[src/rtl/pkt_rate_monitor_if.sv]
// rtl/pkt_rate_monitor_if.sv - AXI-Stream handshake/keep bundle observed by the rate monitor
interface pkt_rate_monitor_if #(
    parameter int NUM_CH = 4,
    parameter int KEEP_W = 32
);
    logic [NUM_CH-1:0]        s_axis_tvalid;
    logic [NUM_CH-1:0]        s_axis_tready;
    logic [NUM_CH-1:0]        s_axis_tlast;
    logic [NUM_CH*KEEP_W-1:0] s_axis_tkeep;

    modport master (
        output s_axis_tvalid,
        output s_axis_tready,
        output s_axis_tlast,
        output s_axis_tkeep
    );

    modport slave (
        input s_axis_tvalid,
        input s_axis_tready,
        input s_axis_tlast,
        input s_axis_tkeep
    );
endinterface

[src/rtl/pkt_rate_monitor.sv]
// rtl/pkt_rate_monitor.sv - per-channel packet/byte rate monitor over fixed windows
module pkt_rate_monitor #(
    parameter int NUM_CH              = 4,
    parameter int C_S_AXIS_DATA_WIDTH = 256,
    parameter int REG_DEPTH           = 32,
    parameter int INTERVAL_CYCLES     = 200000000
) (
    input  logic                        clk_200,
    input  logic                        resetn,
    input  logic                        clear,
    pkt_rate_monitor_if.slave           s_axis,
    output logic [NUM_CH*REG_DEPTH-1:0] pkt_rate,
    output logic [NUM_CH*REG_DEPTH-1:0] byte_rate,
    output logic                        rate_valid,
    output logic [REG_DEPTH-1:0]        window_count,
    output logic [NUM_CH-1:0]           sat_flag
);
    localparam int KEEP_W = C_S_AXIS_DATA_WIDTH / 8;
    localparam int TW     = $clog2(INTERVAL_CYCLES);
    localparam int PW     = $clog2(KEEP_W + 1);
    localparam logic [REG_DEPTH-1:0] CNT_MAX = '1;
    localparam logic [TW-1:0]        T_LAST  = TW'(INTERVAL_CYCLES - 1);

    logic [TW-1:0]        timer_q, timer_d;
    logic [REG_DEPTH-1:0] pkt_cnt_q  [NUM_CH];
    logic [REG_DEPTH-1:0] pkt_cnt_d  [NUM_CH];
    logic [REG_DEPTH-1:0] byte_cnt_q [NUM_CH];
    logic [REG_DEPTH-1:0] byte_cnt_d [NUM_CH];
    logic [REG_DEPTH-1:0] pkt_snap_q [NUM_CH];
    logic [REG_DEPTH-1:0] pkt_snap_d [NUM_CH];
    logic [REG_DEPTH-1:0] byte_snap_q[NUM_CH];
    logic [REG_DEPTH-1:0] byte_snap_d[NUM_CH];
    logic                 rate_valid_q, rate_valid_d;
    logic [REG_DEPTH-1:0] window_count_q, window_count_d;
    logic [NUM_CH-1:0]    sat_q, sat_d;

    logic                 boundary;
    logic [NUM_CH-1:0]    beat;
    logic [PW-1:0]        byte_inc[NUM_CH];
    logic [REG_DEPTH-1:0] pkt_sum [NUM_CH];
    logic [REG_DEPTH-1:0] byte_sum[NUM_CH];

    function automatic logic [PW-1:0] popcount(input logic [KEEP_W-1:0] k);
        logic [PW-1:0] n;
        n = '0;
        for (int b = 0; b < KEEP_W; b++) begin
            n = n + PW'(k[b]);
        end
        return n;
    endfunction

    // Carry out of the REG_DEPTH-bit adder clamps the result at all-ones.
    function automatic logic [REG_DEPTH-1:0] sat_add(input logic [REG_DEPTH-1:0] a,
                                                     input logic [REG_DEPTH-1:0] inc);
        logic [REG_DEPTH:0] s;
        s = {1'b0, a} + {1'b0, inc};
        return s[REG_DEPTH] ? CNT_MAX : s[REG_DEPTH-1:0];
    endfunction

    assign boundary = (timer_q == T_LAST);

    // Per-channel beat qualification and this cycle's saturated running sums.
    always_comb begin
        for (int ch = 0; ch < NUM_CH; ch++) begin
            beat[ch]     = s_axis.s_axis_tvalid[ch] & s_axis.s_axis_tready[ch];
            byte_inc[ch] = beat[ch] ? popcount(s_axis.s_axis_tkeep[ch*KEEP_W +: KEEP_W]) : '0;
            pkt_sum[ch]  = sat_add(pkt_cnt_q[ch],
                                   REG_DEPTH'(beat[ch] & s_axis.s_axis_tlast[ch]));
            byte_sum[ch] = sat_add(byte_cnt_q[ch], REG_DEPTH'(byte_inc[ch]));
        end
    end

    // Next-state: window timer, live counters, boundary snapshot; clear overrides the boundary.
    always_comb begin
        timer_d        = timer_q;
        rate_valid_d   = 1'b0;
        window_count_d = window_count_q;
        sat_d          = sat_q;
        for (int ch = 0; ch < NUM_CH; ch++) begin
            pkt_cnt_d[ch]   = pkt_cnt_q[ch];
            byte_cnt_d[ch]  = byte_cnt_q[ch];
            pkt_snap_d[ch]  = pkt_snap_q[ch];
            byte_snap_d[ch] = byte_snap_q[ch];
        end

        if (clear) begin
            timer_d        = '0;
            window_count_d = '0;
            sat_d          = '0;
            for (int ch = 0; ch < NUM_CH; ch++) begin
                pkt_cnt_d[ch]  = '0;
                byte_cnt_d[ch] = '0;
            end
        end else begin
            timer_d = boundary ? '0 : timer_q + TW'(1);
            for (int ch = 0; ch < NUM_CH; ch++) begin
                if ((pkt_sum[ch] == CNT_MAX) || (byte_sum[ch] == CNT_MAX)) begin
                    sat_d[ch] = 1'b1;
                end
                if (boundary) begin
                    // The boundary cycle's own beat belongs to the closing window.
                    pkt_snap_d[ch]  = pkt_sum[ch];
                    byte_snap_d[ch] = byte_sum[ch];
                    pkt_cnt_d[ch]   = '0;
                    byte_cnt_d[ch]  = '0;
                end else begin
                    pkt_cnt_d[ch]  = pkt_sum[ch];
                    byte_cnt_d[ch] = byte_sum[ch];
                end
            end
            if (boundary) begin
                rate_valid_d   = 1'b1;
                window_count_d = window_count_q + REG_DEPTH'(1);
            end
        end
    end

    // State registers; reset discards any partial window and all published rates.
    always_ff @(posedge clk_200 or negedge resetn) begin
        if (!resetn) begin
            timer_q        <= '0;
            rate_valid_q   <= 1'b0;
            window_count_q <= '0;
            sat_q          <= '0;
            for (int ch = 0; ch < NUM_CH; ch++) begin
                pkt_cnt_q[ch]   <= '0;
                byte_cnt_q[ch]  <= '0;
                pkt_snap_q[ch]  <= '0;
                byte_snap_q[ch] <= '0;
            end
        end else begin
            timer_q        <= timer_d;
            rate_valid_q   <= rate_valid_d;
            window_count_q <= window_count_d;
            sat_q          <= sat_d;
            for (int ch = 0; ch < NUM_CH; ch++) begin
                pkt_cnt_q[ch]   <= pkt_cnt_d[ch];
                byte_cnt_q[ch]  <= byte_cnt_d[ch];
                pkt_snap_q[ch]  <= pkt_snap_d[ch];
                byte_snap_q[ch] <= byte_snap_d[ch];
            end
        end
    end

    // Pack snapshot registers onto the flat output buses.
    always_comb begin
        pkt_rate  = '0;
        byte_rate = '0;
        for (int ch = 0; ch < NUM_CH; ch++) begin
            pkt_rate[ch*REG_DEPTH +: REG_DEPTH]  = pkt_snap_q[ch];
            byte_rate[ch*REG_DEPTH +: REG_DEPTH] = byte_snap_q[ch];
        end
    end

    assign rate_valid   = rate_valid_q;
    assign window_count = window_count_q;
    assign sat_flag     = sat_q;
endmodule
[src/flat_wrapper.sv]
// flat-port wrapper written by rule: the top's interface ports become plain ports
module pkt_rate_monitor_flat 
#(
    parameter int NUM_CH              = 4,
    parameter int C_S_AXIS_DATA_WIDTH = 256,
    parameter int REG_DEPTH           = 32,
    parameter int INTERVAL_CYCLES     = 200000000
)
  (clk_200, resetn, clear, pkt_rate, byte_rate, rate_valid, window_count, sat_flag, s_axis_s_axis_tvalid, s_axis_s_axis_tready, s_axis_s_axis_tlast, s_axis_s_axis_tkeep);
  pkt_rate_monitor_if #(.NUM_CH(NUM_CH)) s_axis_i ();
  input  logic clk_200;
  input  logic resetn;
  input  logic clear;
  output logic [NUM_CH*REG_DEPTH-1:0] pkt_rate;
  output logic [NUM_CH*REG_DEPTH-1:0] byte_rate;
  output logic rate_valid;
  output logic [REG_DEPTH-1:0] window_count;
  output logic [NUM_CH-1:0] sat_flag;
  input wire logic [$bits(s_axis_i.s_axis_tvalid)-1:0] s_axis_s_axis_tvalid;
  input wire logic [$bits(s_axis_i.s_axis_tready)-1:0] s_axis_s_axis_tready;
  input wire logic [$bits(s_axis_i.s_axis_tlast)-1:0] s_axis_s_axis_tlast;
  input wire logic [$bits(s_axis_i.s_axis_tkeep)-1:0] s_axis_s_axis_tkeep;
  assign s_axis_i.s_axis_tvalid = s_axis_s_axis_tvalid;
  assign s_axis_i.s_axis_tready = s_axis_s_axis_tready;
  assign s_axis_i.s_axis_tlast = s_axis_s_axis_tlast;
  assign s_axis_i.s_axis_tkeep = s_axis_s_axis_tkeep;
  pkt_rate_monitor #(.NUM_CH(NUM_CH), .C_S_AXIS_DATA_WIDTH(C_S_AXIS_DATA_WIDTH), .REG_DEPTH(REG_DEPTH), .INTERVAL_CYCLES(INTERVAL_CYCLES)) u_core (.clk_200(clk_200), .resetn(resetn), .clear(clear), .s_axis(s_axis_i), .pkt_rate(pkt_rate), .byte_rate(byte_rate), .rate_valid(rate_valid), .window_count(window_count), .sat_flag(sat_flag));
endmodule
[config.mk]
export PLATFORM = sky130hd
export DESIGN_NAME = pkt_rate_monitor_flat
export DESIGN_NICKNAME = d
export VERILOG_FILES = /design/src/rtl/pkt_rate_monitor_if.sv /design/src/rtl/pkt_rate_monitor.sv /design/src/flat_wrapper.sv
export SDC_FILE = /design/constraint.sdc
export NUM_CORES = 1
export LEC_CHECK = 0
export CORE_MARGIN = 4
export CORE_UTILIZATION = 30
export CTS_BUF_LIST = sky130_fd_sc_hd__clkbuf_2
export CTS_CLUSTER_DIAMETER = 120
export CTS_CLUSTER_SIZE = 28
export DETAILED_ROUTE_END_ITERATION = 6
export GPL_ROUTABILITY_DRIVEN = 0
export HOLD_SLACK_MARGIN = 0.03
export PLACE_DENSITY = 0.58
export SYNTH_ARGS = -nofsm -noshare
export SYNTH_HDL_FRONTEND = slang
export SYNTH_SLANG_ARGS = --single-unit
[constraint.sdc]
create_clock -name clk_200 -period 4.8 [get_ports clk_200]
set_clock_uncertainty 0.05 [all_clocks]
set_input_delay 1.2 -clock clk_200 [delete_from_list [all_inputs] [get_ports clk_200]]
set_output_delay 1.2 -clock clk_200 [all_outputs]
set_load 0.01 [all_outputs]
==> summary.txt, run 1 <==
Status
  • Status: complete, but fails checks
  • Failing checks: negative setup slack

STA
  • RSZ-0062 raised after global routing: yes
  • Slew of the pin with the lowest slew margin: 1.17 ns
  • Final hold violation count: 0
  • Post-Route Setup TNS: -371.48 ns
  • Fin crit period: 6.84 ns
  • Final Setup Violations: 260
  • Max-slew violations: 0
  • Worst rel slew slack: 21.8%
  • Post-route worst setup slack: -2.04 ns
  • Tcrit/Tclk final: 142%
  • Fmax: 146 MHz

Placement
  • Port buffer count: 435
  • DP HPWL: 67,400 um

Synth
  • Synthesized instance count: 3,371
  • Largest family of logic cells by synthesized area: simple AND/OR/NAND/NOR gates
  • XOR/XNOR Fraction of Synth Area: 7.04%
  • Post-Synth Adder-Cell Area: 9.20%
  • Synth Area in Compound Gates: 8.92%
  • Register area share after synthesis: 47.0%
  • Post-synth EDFFs: 0
  • Post-Syn Area per Cell: 9.11 sq um
  • Mux share of post-synthesis cell area: 0.884%
  • Synth async-reset ratio: 100%
  • Synthesized area: 0.0307 sq mm
  • Ys Warns: 0
  • Post-synth cell types: 71
  • Syn_nets: 3,680
  • Synth Area in Simple Gates: 22.4%
  • Yosys reg bits: 577
  • Ys flop type: dfrtp_1

Critical path
  • WS Path Type: in2reg
  • Worst Reg-to-Reg Cells: 9
  • CP max FO: 4
  • Critical path launch point: s_axis_s_axis_tkeep[64]
  • Worst Path Arrival: 7.97 ns
  • CP Capture Type: flip-flop
  • Reg-to-Reg End: u_core.sat_flag[0]
  • Crit path required time: 5.93 ns
  • Reg2reg start: u_core.byte_cnt_q[102]
  • Reg2reg setup slack: 1.18 ns
  • Setup crit end: u_core.sat_flag[2]
  • Crit start category: input pin

Floorplan
  • Die Y: 328 um
  • I/O pins: 436
  • Chip Width: 328 um
  • Standard-cell rows: 117
  • Core footprint: 0.102 sq mm
  • DIE AREA: 0.108 sq mm
  • Initial Utilization: 30.2%

Cells and area
  • Most frequent cells in the layout: 577 x dfrtp_1, 471 x nor2_1, 403 x nand2_1
  • P&R area growth vs syn: 38.4%
  • Layout cell share with drive strength beyond 1: 21.2%
  • Multi-input gate area: 0.0173 sq mm
  • Seq. cell area: 0.0144 sq mm
  • Commonest non-fill, non-tap cell in the layout: dfrtp_1
  • Fill count: 10.0k
  • # nets final: 4,404

Routing
  • Drt pass-1 iters: 7
  • DRC viols: 0
  • ANT nets after route: 0
  • Via Count: 25.7k
  • Vias per inst: 4.70
  • Final WL: 91,500 um
  • Starting DRT DRC Count: 1,568
  • Avg WL per Cell: 16.7 um

CTS
  • Clock sink total: 577
  • Clock-pin slew on the worst setup and hold paths: 0.51 ns
  • CTS tree: yes
  • H-tree level count: 1
  • Root Buffer: clkbuf_2
  • Deepest clock path buffer count: 3
  • CTS buffer count: 27
  • Clock Latency Late Sink: 1.35 ns

Global route
  • First-pass GRT wire length: 146,000 um
  • Total GRT Usage: 16.8%
  • GRT overflow: 0
  • Vias in the first global route: 26.0k
  • Largest net degree at the start of global routing: 266
  • Initial antenna violation count: 6

Pwr
  • Tot Pwr: 13.8 mW
  • Leak: 19.1 nW
  • Max rail drop VDD: 0.441 mV
  • PD cells: 323 mW/mm^2

Flow run
  • Max-Cap Viols: 0

Min path
  • Hold Crit Class: in2async
worst max-delay path, stage by stage:
cell     delay [ns]
buf_6          0.10
ha_4           0.25
inv_2          0.03
fa_1           0.49
fa_1           0.45
fa_1           0.57
fa_1           0.46
fa_1           0.57
fa_1           0.44
fa_2           0.37
fa_2           0.36
inv_2          0.05
a21o_1         0.12
a21oi_2        0.06
xor2_1         0.15
nor2_1         0.09
ha_1           0.35
o21a_1         0.14
o31a_1         0.24
o31ai_4        0.11
or3_4          0.36
a41o_1         0.22
or4_4          0.53
o31ai_4        0.24
where the power goes:
group          switching [mW]  internal (mW)  total, mW
logic                    3.14           3.62       6.76
clock network            1.62          0.370       1.99
registers              0.0304           4.96       4.99
per-layer routing:
| layer | track usage [%] | wire [um] | vias to the layer above |
|---|---|---|---|
| li1 | - | - | 12600 |
| met1 | 22.4 | 40500 | 12600 |
| met2 | 28.2 | 43700 | 419 |
| met3 | 3.74 | 5490 | 81 |
| met4 | 3.23 | 1720 | 4 |
| met5 | 0 | 32 | - |
sequential cells by signal (all words and copies together) (netlist names):
signal / count
u_core.byte_cnt_q: 128
u_core.byte_rate: 128
u_core.pkt_cnt_q: 128
u_core.pkt_rate: 128
u_core.rate_valid: 1
u_core.sat_flag: 4
u_core.timer_q: 28
u_core.window_count: 32
kinds of logic (layout without fill, tap and decap cells):
| kind of cell | count (synthesis) | after routing |
|---|---|---|
| simple gates | 1499 | 1499 |
| flops | 577 | 577 |
| compound gates | 482 | 482 |
| buf+inv | 373 | 1107 |
| xor+xnor | 247 | 247 |
| fa+ha+maj | 166 | 166 |
| mux | 27 | 27 |
| other cells | 0 | 4 |
area by class of cell:
class / count / area share [%]
Inverter: 240 / 2.12
Antenna cell: 4 / 0.0235
Clock buffer: 27 / 0.318
Clock inverter: 12 / 0.453
Sequential cell: 577 / 34.0
Tap cell: 1368 / 4.03
Multi-Input combinational cell: 2421 / 40.6
Timing Repair Buffer: 828 / 18.5
worst min-delay path by stage:
stage	slack, ns	from	to
final	0.45	resetn	u_core.pkt_cnt_q[19]
after global placement	0.41	u_core.pkt_rate[26]	u_core.pkt_rate[26]
after floorplan	0.40	u_core.timer_q[0]	u_core.timer_q[0]
after global routing	0.26	clear	u_core.sat_flag[1]
after detailed placement	0.42	u_core.byte_rate[33]	u_core.byte_rate[33]
after CTS	0.22	clear	u_core.sat_flag[1]
through the flow:
step	hold WS, ns	worst slack (ns)	util [%]	area, sq um	cells
after floorplan	0.398	-3.21	-	32000	3371
after global placement	0.407	-3.83	39.2	39900	5354
after detailed placement	0.417	-3.90	39.2	39900	5354
after CTS	0.220	-2.07	41.0	41700	5450
after global routing	0.258	-2.10	41.8	42500	5477
final	0.448	-2.04	41.8	42500	5477
what timing repair did:
item | CTS | global route
hold buffers | 1 | 0
buffers inserted | 67 | 55
gates resized for setup | 350 | 234
endpoints found under the setup margin | 260 | 260
endpoints found under the hold margin | 92 | 0
cloned | 3 | 0
pin swaps | 188 | 182
Yosys cell counts, drive strengths merged (40+ instances only):
library cell / instances / area share, %
xor2: 102 / 2.9
nand2: 419 / 5.1
xnor2: 145 / 4.1
fa: 100 / 6.5
nor2: 585 / 7.2
nand3: 125 / 2.1
ha: 66 / 2.7
nor3: 44 / 0.73
dfrtp: 577 / 47
o21ai: 314 / 5.1
nand4: 81 / 1.7
nor4: 40 / 0.92
and3: 57 / 1.2
clkbuf: 124 / 1.5
inv: 240 / 2.9
a21oi: 58 / 0.94
No activity file was read; power rests on OpenSTA's default activity.
==> run 2, diff against run 1 <==
Settings changed: HOLD_SLACK_MARGIN 0.03 to not set.
==> results of run 2 <==
Final layout, timing and power as in run 1 (identical DEF).
